## config.mk

```make
export PLATFORM = sky130hd
export DESIGN_NAME = bev_brew_sequencer
export DESIGN_NICKNAME = d
export VERILOG_FILES = /design/src/rtl/bev_brew_sequencer.sv
export SDC_FILE = /design/constraint.sdc
export NUM_CORES = 1
export LEC_CHECK = 0
export BUFFER_PORTS_ARGS = -buffer_cell sky130_fd_sc_hd__buf_2
export CORE_MARGIN = 5
export CORE_UTILIZATION = 55
export DETAILED_ROUTE_END_ITERATION = 8
export PLACE_DENSITY = 0.75
export SKIP_CTS_REPAIR_TIMING = 1
export SKIP_LAST_GASP = 1
export SYNTH_ARGS = -nofsm -noshare
export SYNTH_HDL_FRONTEND = slang
export SYNTH_SLANG_ARGS = --single-unit
```

## constraint.sdc

```tcl
create_clock -name clk -period 3.2 [get_ports clk]
set_input_delay 0.16 -clock clk [delete_from_list [all_inputs] [get_ports clk]]
set_output_delay 0.16 -clock clk [all_outputs]
set_load 0.01 [all_outputs]
```

## src/rtl/bev_brew_sequencer.sv

```systemverilog
// Brew-cycle sequencer: drink-code lookup, tick-timed press/heat/deliver phases,
// sensor-drop abort with refund, and a progressive delivery LED bar.
module bev_brew_sequencer #(
  parameter int SEL_W        = 4,
  parameter int N_DRINKS     = 4,
  parameter logic [N_DRINKS*SEL_W-1:0] VALID_CODES = {4'b1111, 4'b1010, 4'b0101, 4'b0000},
  parameter int SENSOR_W     = 3,
  parameter int TICK_DIV     = 50000000,
  parameter int PRESS_TICKS  = 3,
  parameter int HEAT_TICKS   = 2,
  parameter int LED_W        = 10,
  parameter int STEP_TICKS   = 1,
  parameter int REFUND_TICKS = 2,
  localparam int IDX_W = (N_DRINKS > 1) ? $clog2(N_DRINKS) : 1
) (
  input  logic                clk,
  input  logic                rst_n,
  input  logic [SENSOR_W-1:0] sensors,
  input  logic                coin_ok,
  input  logic                btn,
  input  logic [SEL_W-1:0]    sel,
  output logic [IDX_W-1:0]    drink_idx,
  output logic                armed,
  output logic                pressurizing,
  output logic                heating,
  output logic [LED_W-1:0]    led_bar,
  output logic                refund,
  output logic                err_sel,
  output logic                err_abort,
  output logic                done
);

  localparam int HEAT_MAX = HEAT_TICKS * N_DRINKS;
  localparam int M0    = (PRESS_TICKS > HEAT_MAX) ? PRESS_TICKS : HEAT_MAX;
  localparam int M1    = (STEP_TICKS > REFUND_TICKS) ? STEP_TICKS : REFUND_TICKS;
  localparam int T_MAX = (M0 > M1) ? M0 : M1;
  localparam int T_W   = $clog2(T_MAX + 1);
  localparam int D_W   = (TICK_DIV > 1) ? $clog2(TICK_DIV) : 1;

  typedef enum logic [2:0] {
    IDLE, ARMED, PRESS, HEAT, DELIVER, DONE, REFUND
  } state_t;

  state_t           state, state_nxt;
  logic [D_W-1:0]   div_cnt;
  logic [T_W-1:0]   tcnt, tcnt_inc, heat_lim;
  logic [2:0]       btn_pipe;
  logic             tick, ready, abort, btn_rise;
  logic             hit, load_idx, set_sel, set_abort, step;
  logic [IDX_W-1:0] hit_idx;

  assign ready    = (&sensors) & coin_ok;
  assign abort    = ~(&sensors);
  assign btn_rise = btn_pipe[1] & ~btn_pipe[2];
  assign tick     = (div_cnt == D_W'(TICK_DIV - 1));
  assign tcnt_inc = tcnt + 1'b1;
  assign heat_lim = T_W'(HEAT_TICKS * (int'(drink_idx) + 1));

  // Descending scan so the lowest matching table entry wins.
  always_comb begin
    hit     = 1'b0;
    hit_idx = '0;
    for (int k = N_DRINKS - 1; k >= 0; k--) begin
      if (sel == VALID_CODES[k*SEL_W +: SEL_W]) begin
        hit     = 1'b1;
        hit_idx = IDX_W'(k);
      end
    end
  end

  always_comb begin
    state_nxt = state;
    load_idx  = 1'b0;
    set_sel   = 1'b0;
    set_abort = 1'b0;
    step      = 1'b0;
    case (state)
      IDLE:   if (ready) state_nxt = ARMED;
      ARMED: begin
        if (!ready) state_nxt = IDLE;
        else if (btn_rise) begin
          if (hit) begin
            state_nxt = PRESS;
            load_idx  = 1'b1;
          end else begin
            state_nxt = REFUND;
            set_sel   = 1'b1;
          end
        end
      end
      PRESS: begin
        if (abort) begin
          state_nxt = REFUND;
          set_abort = 1'b1;
        end else if (tick && tcnt_inc == T_W'(PRESS_TICKS)) state_nxt = HEAT;
      end
      HEAT: begin
        if (abort) begin
          state_nxt = REFUND;
          set_abort = 1'b1;
        end else if (tick && tcnt_inc == heat_lim) state_nxt = DELIVER;
      end
      DELIVER: begin
        if (abort) begin
          state_nxt = REFUND;
          set_abort = 1'b1;
        end else if (tick && tcnt_inc == T_W'(STEP_TICKS)) begin
          if (&led_bar) state_nxt = DONE;
          else          step      = 1'b1;
        end
      end
      DONE:   state_nxt = IDLE;
      REFUND: if (tick && tcnt_inc == T_W'(REFUND_TICKS)) state_nxt = IDLE;
      default: state_nxt = IDLE;
    endcase
  end

  assign armed        = (state == ARMED);
  assign pressurizing = (state == PRESS);
  assign heating      = (state == HEAT);
  assign refund       = (state == REFUND);
  assign done         = (state == DONE);

  always_ff @(posedge clk or negedge rst_n) begin
    if (!rst_n) begin
      state     <= IDLE;
      div_cnt   <= '0;
      tcnt      <= '0;
      btn_pipe  <= '0;
      drink_idx <= '0;
      led_bar   <= '0;
      err_sel   <= 1'b0;
      err_abort <= 1'b0;
    end else begin
      state    <= state_nxt;
      btn_pipe <= {btn_pipe[1:0], btn};
      // Divider and tick timer restart on every state change; a bar step restarts the timer only.
      if (state_nxt != state) begin
        div_cnt <= '0;
        tcnt    <= '0;
      end else if (tick) begin
        div_cnt <= '0;
        tcnt    <= step ? '0 : tcnt_inc;
      end else begin
        div_cnt <= div_cnt + 1'b1;
      end
      if (load_idx) begin
        drink_idx <= hit_idx;
        err_sel   <= 1'b0;
        err_abort <= 1'b0;
      end else if (set_sel) begin
        err_sel   <= 1'b1;
        err_abort <= 1'b0;
      end else if (set_abort) begin
        err_sel   <= 1'b0;
        err_abort <= 1'b1;
      end
      if (state_nxt == DELIVER && state != DELIVER) led_bar <= LED_W'(1);
      else if (step)                                led_bar <= {led_bar[LED_W-2:0], 1'b1};
      else if (set_abort || state_nxt == DONE)      led_bar <= '0;
    end
  end

endmodule

```

==> metrics, run 1 <==
port bufs=29; routed len/inst=15.6 um; status=complete, no violations; unrepaired setup endpoints after global routing=no; die area=7250 um2; worst-path fanout max=12; Starting Density=56.4%; IO Count=30; wirelength, routed=6.39 mm; Worst-Skew Late Latency=0.31 ns; fillers=472; clk buf depth=2; largest net degree at the start of global routing=51; CTS tree=yes; Area growth syn-to-layout=9.42%; H-Tree Depth=2; GRT Total Usage=19.0%; Post-synth ARST share=100%; syn_nets=327; RePlAce Congestion=0.868; final core utilization=61.7%; Synth Flop Type=dfrtp_1; CP Launch Type=flip-flop; post-synthesis mux area share=2.90%; vias in the first global route=2,394; FF+latch area=1250 um2; post-synthesis adder-cell area fraction=2.42%; first-pass GRT wire length=11.3 mm; CP arrival=2.82 ns; gr ovfl total=0; #FFs+latches synth=50; number of flops mapped to enable cells by yosys=0; Worst VDD drop=0.210 mV; Pwr Density=458 nW/um2; hpwl dp=4.64 mm; CTS Sinks=50; register area share after synthesis=40.3%; # diodes=0; RR Endpoint=div_cnt[8]$_DFF_PN0_; Die Y=85.2 um; number of max-cap violations=0; most frequent cells in the layout=dfrtp_1, nand2_1, buf_2, nor3_2, xor2_1; Slew HR=27.7%; Final ANT Viol Nets=0; die span in x=85.2 um; initial antenna violation count=0; critical path class=reg2reg; Hold Path Class=in2async; area of the multi-input gates=1740 um2; skew final=0.0121 ns; Fin Setup TNS=0 ns; Final Hold Fails=0; post-synth cell types=53; DR iter-0 viols=108; DRC errors left=0; Synth Area in Compound Gates=9.75%; Syn. warnings=0; share of cells above drive strength 1=22.0%; Avg Inst Size Synth=10.0 um2; drt first pass iters=4; Final period util=82.6%; Post-Synth Simple-Gate Area=31.5%; worst r2r path cells=8; clock-pin slew on the worst setup and hold paths=0.10 ns; Row Count=27; minimum clock period after layout=2.64 ns; register-to-register setup slack=0.56 ns; Slew Limit Fails=0; Mapped Area=3110 um2; XOR/XNOR share of the synthesized area=9.30%; commonest non-fill, non-tap cell in the layout=dfrtp_1; WP data required=3.37 ns; Via density=5.85; CTS root buffer=clkbuf_8; core area=5510 um2; count of final setup violators=0; P_leak=1.52 nW; largest family of logic cells by synthesized area=simple AND/OR/NAND/NOR gates; Worst R2R Start=tcnt[0]$_DFFE_PN0P_; worst slew pin tran=1.09 ns; fmax=378 MHz; Vias=2,392; Num CTS Buffers=5; final net count=353; Mapped Cells=310; Critical Path Sink Type=flip-flop
==> routing by layer <==
layer	share of wire, %	vias to the layer above	track usage, %	wire (um)
met2	48	59	30.7	3070
met5	0	-	0	0
met4	2.1	0	8.06	137
met1	45	1148	24.5	2870
met3	4.9	15	4.08	315
li1	-	1170	-	-
==> final cells by class <==
type / instances / share of cell area, %
Clock inverter: 3 / 1.18
Clock buffer: 5 / 2.02
Sequential cell: 50 / 36.8
Multi-Input combinational cell: 239 / 51.2
Inverter: 6 / 0.662
Tap cell: 72 / 2.65
Timing Repair Buffer: 34 / 5.45
==> worst max path at each step <==
stage                              startpoint                     to  slack [ns]  depth (start not counted)
after floorplan           tcnt[0]$_DFFE_PN0P_  div_cnt[10]$_DFF_PN0_        0.97                         11
after global placement    tcnt[0]$_DFFE_PN0P_   div_cnt[5]$_DFF_PN0_        0.66                          8
after detailed placement  tcnt[0]$_DFFE_PN0P_  div_cnt[18]$_DFF_PN0_        0.59                          8
after CTS                 tcnt[0]$_DFFE_PN0P_  div_cnt[18]$_DFF_PN0_        0.56                          8
after global routing      tcnt[0]$_DFFE_PN0P_  div_cnt[18]$_DFF_PN0_        0.36                          8
final                     tcnt[0]$_DFFE_PN0P_   div_cnt[8]$_DFF_PN0_        0.56                          8
==> critical path: stages, from the launching register on <==
cell       delay, ns
dfrtp_1         0.49
ha_1            0.30
nor3_1          0.25
a41oi_2         0.11
a2111oi_4       0.44
o21a_2          0.22
nand2b_1        0.32
buf_4           0.31
nor3_2          0.07
==> cell usage after synthesis, types with 5 or more instances <==
| cell type | number | share of area (%) |
|---|---|---|
| a21oi_1 | 15 | 2.4 |
| nand2_1 | 31 | 3.7 |
| nand3_1 | 16 | 2.6 |
| xnor2_1 | 13 | 3.7 |
| nor3_2 | 21 | 6.8 |
| mux2i_1 | 9 | 2.9 |
| and3_1 | 6 | 1.2 |
| nand4_1 | 8 | 1.6 |
| and4_1 | 6 | 1.7 |
| ha_1 | 6 | 2.4 |
| nor4_1 | 9 | 1.8 |
| nor3_1 | 12 | 1.9 |
| inv_1 | 6 | 0.72 |
| nor2_1 | 13 | 1.6 |
| xor2_1 | 20 | 5.6 |
| o21ai_0 | 5 | 0.81 |
| dfrtp_1 | 50 | 40 |
==> flip-flops by register name, summed over array words and instances (netlist names) <==
register,flops
btn_pipe,3
div_cnt,26
drink_idx,2
err_abort,1
err_sel,1
led_bar,10
state,3
tcnt,4
==> power by group <==
part	internal [mW]	switching [mW]	leakage, nW
clock network	0.230	0.208	0.0579
registers	0.661	0.0467	0.676
logic	0.137	0.274	0.789
total	1.03	0.528	1.52
==> cells by family after synthesis <==
logic type               count (synthesis)
AO/OA/AOI/OAI                           39
buffers and inverters                   21
XOR/XNOR                                33
AND/OR/NAND/NOR                        152
multiplexers                             9
adder cells (fa/ha/maj)                  6
flip-flops                              50
==> through the flow <==
step	total power, mW	hold WS, ns	std cells	instance area [um2]	setup slack (ns)
3_5_place_dp	1.13	0.281	400	3280	0.595
2_1_floorplan	1.04	-0.136	310	3110	0.965
3_3_place_gp	1.12	0.272	400	3280	0.659
4_1_cts	1.57	-0.0463	408	3390	0.564
6_report	1.56	0.0423	409	3400	0.555
5_1_grt	1.66	0.102	409	3400	0.360
No activity file was read; power rests on OpenSTA's default activity.
==> inputs of run 2 (changes only) <==
--- a/config.mk
+++ b/config.mk
@@ -5,11 +5,12 @@
 export SDC_FILE = /design/constraint.sdc
 export NUM_CORES = 1
 export LEC_CHECK = 0
+export ABC_AREA = 1
 export BUFFER_PORTS_ARGS = -buffer_cell sky130_fd_sc_hd__buf_2
 export CORE_MARGIN = 5
-export CORE_UTILIZATION = 55
+export CORE_UTILIZATION = 54
 export DETAILED_ROUTE_END_ITERATION = 8
-export PLACE_DENSITY = 0.75
+export PLACE_DENSITY = 0.76
 export SKIP_CTS_REPAIR_TIMING = 1
 export SKIP_LAST_GASP = 1
 export SYNTH_ARGS = -nofsm -noshare
==> constraint.sdc (replaced) <==
create_clock -name clk -period 2.25 [get_ports clk]
set_input_delay 0.1125 -clock clk [delete_from_list [all_inputs] [get_ports clk]]
set_output_delay 0.1125 -clock clk [all_outputs]
set_load 0.01 [all_outputs]
==> run 2 against run 1 <==
The flow now finishes with violations (negative setup slack). Global-route usage rose by 0.93 points. Clock power rose by 25%. Combinational power rose to 4.6 times the previous value. Non-clock buffer count rose by 50. Flip-flop and latch count did not move. Clock skew fell by 0.0033 ns. Largest power group is now combinational logic.
==> metrics, run 2 <==
status=finished with violations; failing checks=negative setup slack; Avg Inst Size Synth=7.89 um2; area of the multi-input gates=2050 um2; GRT Total Usage=19.9%; CTS tree=yes; Design Area, Final=4380 um2; Num CTS Buffers=5; WP data required=2.48 ns; register area share after synthesis=37.5%; minimum clock period after layout=2.28 ns; unrepaired setup endpoints after global routing=yes; fillers=406; Row Count=28; CP Launch Type=flip-flop; Area growth syn-to-layout=31.4%; top cell type's share of synthesized area=37.5%; commonest non-fill, non-tap cell in the layout=nand2_1; final net count=526; share of cells above drive strength 1=42.0%; Vias=3,169; first-pass GRT wire length=12.4 mm; die span in x=88.6 um; combinational cell fraction of total power=54.9%; wirelength, routed=8.63 mm; Slowest-stage cell, CP=dfrtp_1; Commonest cells post-synth=nand2_1, dfrtp_1, inv_1; gr ovfl total=0; Largest register FFs=26; Slew Limit Fails=0; post-synth cell types=33; hpwl dp=5.43 mm; worst slew pin tran=0.495 ns; P_leak=1.93 nW; #FFs+latches synth=50; Syn. warnings=0; largest area contributor in the netlist=dfrtp_1; DRC errors left=0; routed len/inst=14.8 um; worst-case hold slack=0.0845 ns; worst r2r path cells=15; register-to-register setup slack=-0.03 ns; skew final=0.00877 ns; RR Endpoint=div_cnt[24]$_DFF_PN0_; Final WS setup=-0.0262 ns; hold depth=3; DR iter-0 viols=212; Die Y=88.6 um; Mapped Cells=423; number of flops mapped to enable cells by yosys=0; Via density=5.42; vias in the first global route=2,924; Final ANT Viol Nets=0; critical path class=reg2reg; port bufs=29; clk buf depth=2; worst slack, placed=-0.0329 ns; clock-pin slew on the worst setup and hold paths=0.09 ns; Mapped Area=3340 um2; Worst R2R Start=div_cnt[1]$_DFF_PN0_; Final period util=101%; fmax=439 MHz; CTS Sinks=50; CP arrival=2.51 ns; count of final setup violators=4; FF+latch area=1260 um2; # diodes=0; Sequential Power Share=29.1%; core area=5960 um2; Final Hold Fails=0; switching share of power=42.7%; Pwr Density=780 nW/um2; most used cell along the critical path=nand2_2; RePlAce Congestion=0.882; syn_nets=440; Worst VDD drop=0.508 mV; Worst-Skew Late Latency=0.30 ns; Clk pwr share=16.1%; CP Cell Sequence=ha_2, nand2_2, nor2_4, nand3_4, inv_4, buf_6, nand3_4, a21oi_4, nand2_2, nand2_2, nand2_2, inv_2, nand3_4, clkbuf_16, nor2_4; CP peak stage delay=0.37 ns; Starting Density=56.0%; biggest regs=div_cnt (26), led_bar (10), tcnt (4); drt first pass iters=5; Net Sw Power=1.46 mW; Slew HR=66.8%; initial antenna violation count=0; hold endpoint=drink_idx[1]$_DFFE_PN0P_; synth top area cells=dfrtp_1, nand2_1, nor2_4; number of max-cap violations=0; IO Count=30; Critical Path Sink Type=flip-flop; H-Tree Depth=2; CTS root buffer=clkbuf_8; die area=7850 um2; worst-path fanout max=7; most frequent cell after synthesis=nand2_1; most frequent cells in the layout=nand2_1, dfrtp_1, buf_4, nor2_4, inv_1; total power=3.42 mW; Synth Flop Type=dfrtp_1; Hold Path Class=in2reg; Placed Area=3640 um2; largest net degree at the start of global routing=36; P_int=1.96 mW; Hold Startpoint=sel[3]; largest reg by FF count=div_cnt; Post-synth ARST share=100%
[run 2: cell types whose count changed in the layout (fill, tap and decap cells not counted), sizes merged, moves of 9 or more]
cell   before  now
xor2       20    6
mux2i       9    0
nand3      16   41
buf        33   79
nand2      31  115
a21oi      15    6
nor3       33   15
o21ai       5   15
inv         6   53
nor2       13   73
[run 2: how the worst max path moves through the flow]
stage	slack (ns)	to	start	cells after the start
CTS	-0.06	div_cnt[22]$_DFF_PN0_	tcnt[1]$_DFFE_PN0P_	15
global placement	0.03	div_cnt[16]$_DFF_PN0_	tcnt[1]$_DFFE_PN0P_	15
detailed placement	-0.03	div_cnt[22]$_DFF_PN0_	tcnt[1]$_DFFE_PN0P_	15
global route	-0.14	div_cnt[25]$_DFF_PN0_	tcnt[1]$_DFFE_PN0P_	15
finish	-0.03	div_cnt[24]$_DFF_PN0_	div_cnt[1]$_DFF_PN0_	15
floorplan	0.23	tcnt[0]$_DFFE_PN0P_	tcnt[0]$_DFFE_PN0P_	15
[run 2: per-layer routing]
| layer | global-route usage, % | wire (um) | up-vias |
|---|---|---|---|
| met5 | 0 | 0 | - |
| met4 | 6.87 | 134 | 0 |
| met3 | 4.00 | 492 | 14 |
| met2 | 33.9 | 4460 | 124 |
| met1 | 25.2 | 3550 | 1511 |
| li1 | - | - | 1520 |
[run 2: critical path, delay by kind of cell (launching register included)]
kind / cells / cell delay (ns)
DFF: 1 / 0.37
adders and majority gates: 1 / 0.19
buffers and inverters: 4 / 0.50
and+or+nand+nor: 9 / 0.91
AOI/OAI and AO/OA: 1 / 0.20
[run 2: per-stage QoR]
stage	setup TNS (ns)	util (%)	instances
6_report	-0.0587	73.6	585
5_1_grt	-3.27	73.6	585
4_1_cts	-0.701	62.6	546
3_5_place_dp	-0.283	61.1	538
3_3_place_gp	0	61.1	538
2_1_floorplan	0	-	423
[run 2: power by group through the flow]
| stage | clock network (mW) | registers, mW | logic (mW) |
|---|---|---|---|
| after detailed placement | 0 | 1.01 | 1.26 |
| after CTS | 0.563 | 0.994 | 1.26 |
| after global placement | 0 | 1.01 | 1.24 |
| after global routing | 0.593 | 0.999 | 1.99 |
| final | 0.549 | 0.993 | 1.88 |
| after floorplan | 0 | 1.01 | 1.15 |
[run 2: logic make-up after synthesis]
family,after synthesis,share of synthesized area [%]
AND/OR/NAND/NOR,272,45.3
adder cells (fa/ha/maj),6,2.25
flip-flops,50,37.5
XOR/XNOR,11,2.89
AO/OA/AOI/OAI,23,3.56
buffers and inverters,61,8.44
[run 2: final cells by class]
cell class	instances	share of cell area (%)
Multi-Input combinational cell	312	46.7
Sequential cell	50	28.7
Timing Repair Buffer	84	15.3
Inverter	56	5.08
Tap cell	75	2.14
Clock buffer	7	1.97
Clock inverter	1	0.114
==> inputs of run 3 (changes only) <==
--- a/config.mk
+++ b/config.mk
@@ -8,9 +8,9 @@
 export ABC_AREA = 1
 export BUFFER_PORTS_ARGS = -buffer_cell sky130_fd_sc_hd__buf_2
 export CORE_MARGIN = 5
-export CORE_UTILIZATION = 54
+export CORE_UTILIZATION = 45
 export DETAILED_ROUTE_END_ITERATION = 8
-export PLACE_DENSITY = 0.76
+export PLACE_DENSITY = 0.66
 export SKIP_CTS_REPAIR_TIMING = 1
 export SKIP_LAST_GASP = 1
 export SYNTH_ARGS = -nofsm -noshare
==> run 3 against run 2 <==
The run now ends clean. Cell count decreased by 0.34%. Maximum frequency increased by 2.7%. Register-to-register slack improved by 0.06 ns. Flip-flop and latch count unchanged. Non-clock buffer count decreased by 26. Sequential share of layout area increased by 2.3 points. Global-route usage decreased by 2.5 points. Design area decreased by 7.5%. Wire length decreased by 10%. Clock power increased by 5.3%. Total power decreased by 5.8%. Via count decreased by 8.6%. Critical path type unchanged.
==> metrics, run 3 (synthesis gave the netlist of run 2 again) <==
hpwl dp=5.65 mm; fmax=451 MHz; Via density=4.97; minimum clock period after layout=2.22 ns; Row Count=31; vias in the first global route=2,758; largest reg by FF count=div_cnt; final net count=500; biggest regs=div_cnt (26), led_bar (10), tcnt (4); Starting Density=46.0%; share of cells above drive strength 1=34.3%; skew final=0.0134 ns; most frequent cells in the layout=nand2_1, dfrtp_1, inv_1, nor2_4, nand3_1; unrepaired setup endpoints after global routing=yes; # diodes=0; Die Y=96.1 um; P_leak=1.78 nW; Pwr Density=795 nW/um2; CTS root buffer=clkbuf_8; Num CTS Buffers=5; worst-case hold slack=0.0841 ns; Slew Limit Fails=0; critical path class=reg2reg; worst slew pin tran=0.506 ns; initial antenna violation count=0; fillers=691; Fin Setup TNS=0 ns; drt first pass iters=4; final core utilization=55.9%; clock-pin slew on the worst setup and hold paths=0.10 ns; DR iter-0 viols=112; Worst VDD drop=0.581 mV; GRT Total Usage=17.4%; Final ANT Viol Nets=0; H-Tree Depth=2; Area growth syn-to-layout=21.5%; DRC errors left=0; first-pass GRT wire length=12.7 mm; CP arrival=2.46 ns; die area=9230 um2; clk buf depth=2; CTS Sinks=50; Non-Filler Instances=583; worst-path fanout max=8; Vias=2,896; Critical Path Sink Type=flip-flop; Worst-Skew Late Latency=0.31 ns; Hold Path Class=in2reg; FF+latch area=1250 um2; gr ovfl total=0; Final Hold Fails=0; CP Launch Type=flip-flop; DP Cell Count=562; largest net degree at the start of global routing=19; Slew HR=66.0%; number of max-cap violations=0; core area=7250 um2; wirelength, routed=7.77 mm; RePlAce Congestion=0.883; status=complete, no violations; count of final setup violators=0; area of the multi-input gates=1930 um2; Largest register FFs=26; port bufs=29; commonest non-fill, non-tap cell in the layout=nand2_1; IO Count=30; Final period util=98.5%; routed len/inst=13.3 um; die span in x=96.1 um; CTS tree=yes; WP data required=2.49 ns
==> run 3: final timing paths <==
path                            slack (ns)  cells after the start                  endpoint                   from
worst max-delay path                  0.03                     15      div_cnt[0]$_DFF_PN0_    tcnt[1]$_DFFE_PN0P_
worst min-delay path                  0.08                      3  drink_idx[1]$_DFFE_PN0P_                 sel[1]
worst max register to register        0.03                     15      div_cnt[0]$_DFF_PN0_    tcnt[1]$_DFFE_PN0P_
worst min register to register        0.36                      0     btn_pipe[1]$_DFF_PN0_  btn_pipe[0]$_DFF_PN0_
max in group asynchronous             1.38                      3       tcnt[0]$_DFFE_PN0P_                  rst_n
min in group asynchronous             0.27                      2     div_cnt[17]$_DFF_PN0_                  rst_n
==> run 3: routing by layer <==
| metal | part of all wire [%] | vias to the layer above | wire [um] | GRT usage (%) |
|---|---|---|---|---|
| met5 | 0 | - | 0 | 0 |
| met4 | 0.95 | 0 | 74 | 4.74 |
| met3 | 4.0 | 6 | 312 | 3.44 |
| met2 | 45 | 60 | 3520 | 26.3 |
| met1 | 50 | 1351 | 3860 | 25.1 |
| li1 | - | 1479 | - | - |
==> run 3: area by class of cell <==
type / count / area share (%)
inverter: 56 / 5.40
multi-input combinational: 312 / 47.6
clock buffer: 6 / 2.04
timing repair buffer: 58 / 10.6
sequential: 50 / 31.0
tap: 99 / 3.06
clock inverter: 2 / 0.401
==> run 3: report_power, final <==
part / internal [mW] / switching (mW) / total [mW]
logic: 0.612 / 1.04 / 1.65
registers: 0.944 / 0.0490 / 0.993
clock network: 0.254 / 0.324 / 0.578
total: 1.81 / 1.41 / 3.22
==> run 3: critical path, stage by stage, from the launching register on <==
cell	delay, ns
dfrtp_2	0.47
ha_4	0.18
inv_2	0.04
nand2_2	0.05
nand2_2	0.11
nand3_4	0.12
nor2_4	0.14
nand3_2	0.10
a21oi_2	0.20
nand2_2	0.08
nand2_1	0.06
nand2_1	0.06
inv_2	0.07
nand3_4	0.16
clkbuf_16	0.23
nor2_4	0.07
==> run 3: stage by stage <==
stage	setup slack (ns)	total power, mW	instance area, um2
6_report	0.0327	3.22	4050
5_1_grt	-0.0967	3.37	4050
4_1_cts	0.00815	2.92	3780
3_5_place_dp	0.0162	2.34	3680
3_3_place_gp	0.0713	2.33	3680
2_1_floorplan	0.226	2.15	3340
